File: config.mk
export PLATFORM = sky130hd
export DESIGN_NAME = gnt_burst_mux
export DESIGN_NICKNAME = d
export VERILOG_FILES = /design/src/rtl/gnt_burst_mux.sv
export SDC_FILE = /design/constraint.sdc
export NUM_CORES = 1
export LEC_CHECK = 0
export ABC_AREA = 0
export ABC_CLOCK_PERIOD_IN_PS = 1900
export CORE_UTILIZATION = 35
export CTS_CLUSTER_DIAMETER = 60
export DETAILED_ROUTE_END_ITERATION = 6
export PLACE_DENSITY = 0.85
export SYNTH_ARGS = -nofsm -noshare
export SYNTH_HDL_FRONTEND = slang
export SYNTH_SLANG_ARGS = --single-unit
File: constraint.sdc
create_clock -name clk -period 1.9 [get_ports clk]
set_input_delay 0.285 -clock clk [delete_from_list [all_inputs] [get_ports clk]]
set_output_delay 0.285 -clock clk [all_outputs]
set_load 0.03 [all_outputs]
File: src/rtl/gnt_burst_mux.sv
// gnt_burst_mux
// Burst-level data multiplexer behind the 4-requester round-robin arbiter.
// Samples the encoded grant code while idle, locks onto the granted channel,
// and forwards that channel's valid/ready beats through a one-deep registered
// output stage. The burst ends on the owner's last marker or when the beat
// count reaches MAX_BEATS. Release is signalled by a one-cycle done pulse.
//
// State   | meaning
// --------+-----------------------------------------------------------------
// S_IDLE  | no owner; grant code sampled every edge
// S_ROUTE | owner locked; owner beats accepted into the output register
// S_CLOSE | burst ended; waiting for the output register to drain
//
// Ports
//   clk, rst_n       clock (rising edge), async active-low reset
//   i_gnt            grant code: 0 none, 1..4 = ch0..ch3, 5..F illegal
//   i_ch_valid       per-channel beat valid
//   i_ch_data        per-channel data, channel n at [n*DW +: DW]
//   i_ch_last        per-channel last-beat marker
//   o_ch_ready       per-channel accept (one-hot or zero)
//   o_out_valid      registered output beat valid
//   o_out_data       registered output data
//   o_out_last       registered output last marker
//   i_out_ready      downstream accept
//   o_busy           high in ROUTE and CLOSE
//   o_owner          locked channel index, 0 when idle
//   o_beat_cnt       beats accepted in the current burst
//   o_done           one-cycle pulse at burst release
//   o_err_overrun    one-cycle pulse with done when the burst was force-closed
//   o_err_code       one-cycle pulse after an illegal grant code in IDLE
module gnt_burst_mux #(
   parameter int DW        = 8,
   parameter int MAX_BEATS = 8,
   localparam int CW       = $clog2(MAX_BEATS + 1)
) (
   input  logic            clk,
   input  logic            rst_n,
   input  logic [3:0]      i_gnt,
   input  logic [3:0]      i_ch_valid,
   input  logic [4*DW-1:0] i_ch_data,
   input  logic [3:0]      i_ch_last,
   output logic [3:0]      o_ch_ready,
   output logic            o_out_valid,
   output logic [DW-1:0]   o_out_data,
   output logic            o_out_last,
   input  logic            i_out_ready,
   output logic            o_busy,
   output logic [1:0]      o_owner,
   output logic [CW-1:0]   o_beat_cnt,
   output logic            o_done,
   output logic            o_err_overrun,
   output logic            o_err_code
);

   typedef enum logic [1:0] {
      S_IDLE  = 2'd0,
      S_ROUTE = 2'd1,
      S_CLOSE = 2'd2
   } state_t;

   state_t          r_state;
   state_t          w_state_nxt;
   logic [1:0]      r_owner;
   logic [CW-1:0]   r_beat_cnt;
   logic            r_out_valid;
   logic [DW-1:0]   r_out_data;
   logic            r_out_last;
   logic            r_done;
   logic            r_err_overrun;
   logic            r_err_code;
   logic            r_ovr_flag;

   logic [3:0]      w_ch_ready;
   logic            w_slot_free;
   logic            w_accept;
   logic            w_close_ovr;
   logic            w_release;
   logic            w_gnt_ok;
   logic            w_gnt_bad;
   logic [3:0]      w_gnt_m1;
   logic [DW-1:0]   w_sel_data;
   logic            w_sel_valid;
   logic            w_sel_last;
   logic [CW-1:0]   w_cnt_inc;

   assign w_gnt_m1    = i_gnt - 4'd1;
   assign w_cnt_inc   = r_beat_cnt + CW'(1);
   // Output slot can take a beat when empty or draining on this same edge.
   assign w_slot_free = !r_out_valid || i_out_ready;
   assign w_sel_valid = i_ch_valid[r_owner];
   assign w_sel_last  = i_ch_last[r_owner];

   always_comb begin
      w_sel_data = '0;
      case (r_owner)
         2'd0:    w_sel_data = i_ch_data[0*DW +: DW];
         2'd1:    w_sel_data = i_ch_data[1*DW +: DW];
         2'd2:    w_sel_data = i_ch_data[2*DW +: DW];
         default: w_sel_data = i_ch_data[3*DW +: DW];
      endcase
   end

   always_ff @(posedge clk or negedge rst_n) begin
      if (!rst_n) r_state <= S_IDLE;
      else        r_state <= w_state_nxt;
   end

   always_comb begin
      w_state_nxt = r_state;
      w_ch_ready  = '0;
      w_accept    = 1'b0;
      w_close_ovr = 1'b0;
      w_release   = 1'b0;
      w_gnt_ok    = 1'b0;
      w_gnt_bad   = 1'b0;
      case (r_state)
         S_IDLE: begin
            if (i_gnt >= 4'h1 && i_gnt <= 4'h4) begin
               w_gnt_ok    = 1'b1;
               w_state_nxt = S_ROUTE;
            end else if (i_gnt != 4'h0) begin
               w_gnt_bad   = 1'b1;
            end
         end
         S_ROUTE: begin
            w_ch_ready[r_owner] = w_slot_free;
            w_accept = w_sel_valid && w_slot_free;
            if (w_accept) begin
               if (w_sel_last) begin
                  w_state_nxt = S_CLOSE;
               end else if (w_cnt_inc == CW'(MAX_BEATS)) begin
                  w_close_ovr = 1'b1;
                  w_state_nxt = S_CLOSE;
               end
            end
         end
         S_CLOSE: begin
            if (w_slot_free) begin
               w_release   = 1'b1;
               w_state_nxt = S_IDLE;
            end
         end
         default: w_state_nxt = S_IDLE;
      endcase
   end

   always_ff @(posedge clk or negedge rst_n) begin
      if (!rst_n) begin
         r_owner       <= '0;
         r_beat_cnt    <= '0;
         r_out_valid   <= 1'b0;
         r_out_data    <= '0;
         r_out_last    <= 1'b0;
         r_done        <= 1'b0;
         r_err_overrun <= 1'b0;
         r_err_code    <= 1'b0;
         r_ovr_flag    <= 1'b0;
      end else begin
         r_done        <= w_release;
         r_err_overrun <= w_release && r_ovr_flag;
         r_err_code    <= w_gnt_bad;

         if (w_gnt_ok) begin
            r_owner    <= w_gnt_m1[1:0];
            r_beat_cnt <= '0;
            r_ovr_flag <= 1'b0;
         end
         // beat_cnt is left holding the final count after release.
         if (w_release) begin
            r_owner    <= '0;
            r_ovr_flag <= 1'b0;
         end
         if (w_close_ovr) r_ovr_flag <= 1'b1;

         if (w_accept) begin
            r_out_valid <= 1'b1;
            r_out_data  <= w_sel_data;
            r_out_last  <= w_sel_last || w_close_ovr;
            r_beat_cnt  <= w_cnt_inc;
         end else if (i_out_ready) begin
            r_out_valid <= 1'b0;
         end
      end
   end

   assign o_ch_ready    = w_ch_ready;
   assign o_out_valid   = r_out_valid;
   assign o_out_data    = r_out_data;
   assign o_out_last    = r_out_last;
   assign o_busy        = (r_state != S_IDLE);
   assign o_owner       = r_owner;
   assign o_beat_cnt    = r_beat_cnt;
   assign o_done        = r_done;
   assign o_err_overrun = r_err_overrun;
   assign o_err_code    = r_err_code;

endmodule

==> summary.txt <==
HPWL Detailed -> 2844 um
Core Region -> 3416 sq um
Final cycle utilization of the critical path -> 95.81%
Initial Util -> 37.40%
CTS buffer count -> 3
Chip Width -> 62.42 um
Row count -> 21
Final Hold Viols -> 0
Synth Area per Inst -> 12.28 sq um
# diodes -> 0
Crit path cell chain -> clkdlybuf4s50_1 -> inv_1 -> ha_2 -> nor3b_1 -> or4_4 -> and2_4 -> a211o_1
Slowest Stage Delay on Critical Path -> 0.47 ns
Worst setup margin -> 0.07965 ns
WL per Instance -> 15.60 um
Syn nets -> 155
Synth Instances -> 104
Initial antenna violation count -> 0
Setup TNS -> 0 ns
CTS Sinks -> 22
Hold/Removal Path Class -> primary input to async pin
Synth top cells by count -> dfrtp_1 (22), mux4_2 (10), mux2_2 (8)
Register area share after synthesis -> 43.10%
DIE HEIGHT -> 62.42 um
DRC viols -> 0
Post-synth EDFFs -> 0
Htree depth -> 1
Setup crit end kind -> register
GR Util met1 -> 20.64%
Top cell type's share of synthesized area -> 43.10%
Reg clk slew, reported paths -> 0.12 ns
Worst path buffer plus inverter count -> 2
Maximum number of pins on one net before global-route repair -> 23
Worst clock skew -> 0.001707 ns
Cell with the most instances after synthesis -> dfrtp_1
Slew headroom -> 78.04%
Switching Fraction -> 41.41%
Reg2reg start -> r_state[1]
Fmax -> 0.5493 GHz
CTS tree -> built
Setup repair after global routing missed its margin -> false
Req. time, crit path -> 2.11 ns
Max-slew violation count -> 0
Critical path class -> primary input to register
Leakage -> 0.9014 nW
Worst path arrival time -> 2.03 ns
Met2 Use GR -> 36.01%
RR Endpoint -> o_beat_cnt[2]
Top-level port count -> 71
Antenna Nets Post-Route -> 0
Post-synth top area cell -> dfrtp_1
Routed vias -> 1175
GR Layer Usage met3 -> 4.197%
Status -> complete, no violations
Power per Cell Area -> 1360 nW/um^2
Worst-Margin Slew -> 0.3284 ns
Nets@finish -> 234
Final GP Congestion -> 0.7466
Clock Power Share -> 9.0%
Vias per cell -> 5.154
Clock latency on the worst-skew pair -> 0.31 ns
# port buffers -> 70
Worst Path Max Fanout -> 2
P_sw -> 1.200 mW
Setup violators final -> 0
Routed WL -> 3557 um
Max Cap Viol -> 0
Yosys cell types -> 32
Layout overhead on the synthesized area -> 66.80%
Internal power -> 1.697 mW
Die area -> 3896 sq um
Synth area leaders -> dfrtp_1 (43%), mux4_2 (18%), mux2_2 (7.1%)
Post-place setup slack -> -0.2769 ns
Vias in the first global route -> 1229
Layout fillers -> 291
Ratio of cells with drive above 1 in the final layout -> 25.82%
First-pass GRT wire length -> 5727 um
Synthesis-stage register bit count -> 22
Max clock buf depth -> 2
FFs w/ async S/R, synth -> 100.0%
Cts hold-fix bufs -> 0
All-layer global routing usage -> 19.11%
GRT overflow -> 0
Worst Reg2Reg Path Length in Cells -> 4
Layer with the highest usage -> met2
Slowest stage cell, crit path -> clkdlybuf4s50_1
Primary FF master, synth -> dfrtp_1
Root Buffer -> clkbuf_4
Peak supply drop -> 593.3 uV
Mapped cell area -> 1277 sq um
Minimum clock period -> 1.820 ns
CP top delay family -> simple AND/OR/NAND/NOR gates
Worst Setup Start Kind -> primary input
Reg power frac -> 27.7%
Yosys warns -> 0
Drt first pass iters -> 4
Total power -> 2.897 mW
Comb power frac -> 63.3%
Worst reg-to-reg setup slack -> 0.10 ns
Iteration-0 DRC Markers -> 16
## final cells by class
| type | instances | area (sq um) | area share, % |
|---|---|---|---|
| flip-flops and latches | 22 | 551.8 | 25.90 |
| well taps | 46 | 57.56 | 2.701 |
| repair buffers | 80 | 768.2 | 36.05 |
| multi-input cells | 71 | 698.2 | 32.77 |
| inverters | 5 | 18.77 | 0.8808 |
| clock buffers | 4 | 36.28 | 1.703 |
## stage by stage
| stage | util [%] | instances | instance area [sq um] | hold WS [ns] |
|---|---|---|---|---|
| global placement | 60.95 | 224 | 2082 | 0.4699 |
| CTS | 62.09 | 228 | 2121 | 0.3219 |
| floorplan | - | 104 | 1303 | -0.01059 |
| finish | 62.38 | 228 | 2131 | 0.3179 |
| detailed placement | 60.95 | 224 | 2082 | 0.4765 |
| global route | 62.38 | 228 | 2131 | 0.3451 |
## flip-flops by register name (all words and copies together) (netlist names)
name	cells
o_beat_cnt	4
o_done	1
o_err_code	1
o_err_overrun	1
o_out_data	8
o_out_last	1
o_out_valid	1
o_owner	2
r_ovr_flag	1
r_state	2
## routing by layer
| metal | part of all wire, % | up-vias |
|---|---|---|
| li1 | - | 537 |
| met1 | 38 | 567 |
| met2 | 53 | 61 |
| met3 | 7.5 | 10 |
| met4 | 2.2 | 0 |
| met5 | 0 | - |
## power groups by stage
| stage | Combinational, mW | Sequential (mW) | Clock, mW |
|---|---|---|---|
| 6_report | 1.83 | 0.804 | 0.260 |
| 5_1_grt | 1.95 | 0.834 | 0.276 |
| 4_1_cts | 1.85 | 0.802 | 0.264 |
| 3_5_place_dp | 1.84 | 0.808 | 0 |
| 3_3_place_gp | 1.78 | 0.795 | 0 |
| 2_1_floorplan | 0.857 | 1.09 | 0 |
## cell usage in the layout (no fill, tap or decap), types with 4 or more instances in the layout
master	n
mux4_2	10
o21ai_0	6
mux2_2	8
nand2_1	5
dfrtp_1	21
clkdlybuf4s50_1	65
inv_1	5
buf_4	14
nand3_1	6
nand2b_1	4
## cell families after synthesis
kind of cell             after synthesis  synth area share [%]
AND/OR/NAND/NOR                       33                 15.67
flip-flops                            22                 43.10
multiplexers                          18                 24.68
AO/OA/AOI/OAI                         15                 7.934
buffers and inverters                 11                 4.016
adder cells (fa/ha/maj)                4                 3.918
XOR/XNOR                               1                0.6857
## worst max path at each step
| stage | startpoint | endpoint | slack [ns] | depth (start not counted) |
|---|---|---|---|---|
| after global placement | i_gnt[0] | o_beat_cnt[2] | -0.22 | 7 |
| after floorplan | o_owner[0] | o_out_data[5] | 0.001 | 5 |
| after detailed placement | i_gnt[0] | o_beat_cnt[2] | -0.28 | 7 |
| final | i_gnt[0] | o_beat_cnt[2] | 0.08 | 7 |
| after CTS | r_state[1] | o_busy | 0.02 | 2 |
| after global routing | i_gnt[0] | o_beat_cnt[2] | 0.03 | 7 |
## what timing repair did
action | CTS | global route
setup endpoints to repair | 1 | 3
buffers inserted | 0 | 0
resized for setup | 1 | 3
endpoints found under the hold margin | 0 | 0
(Power assumes the default switching activity.)
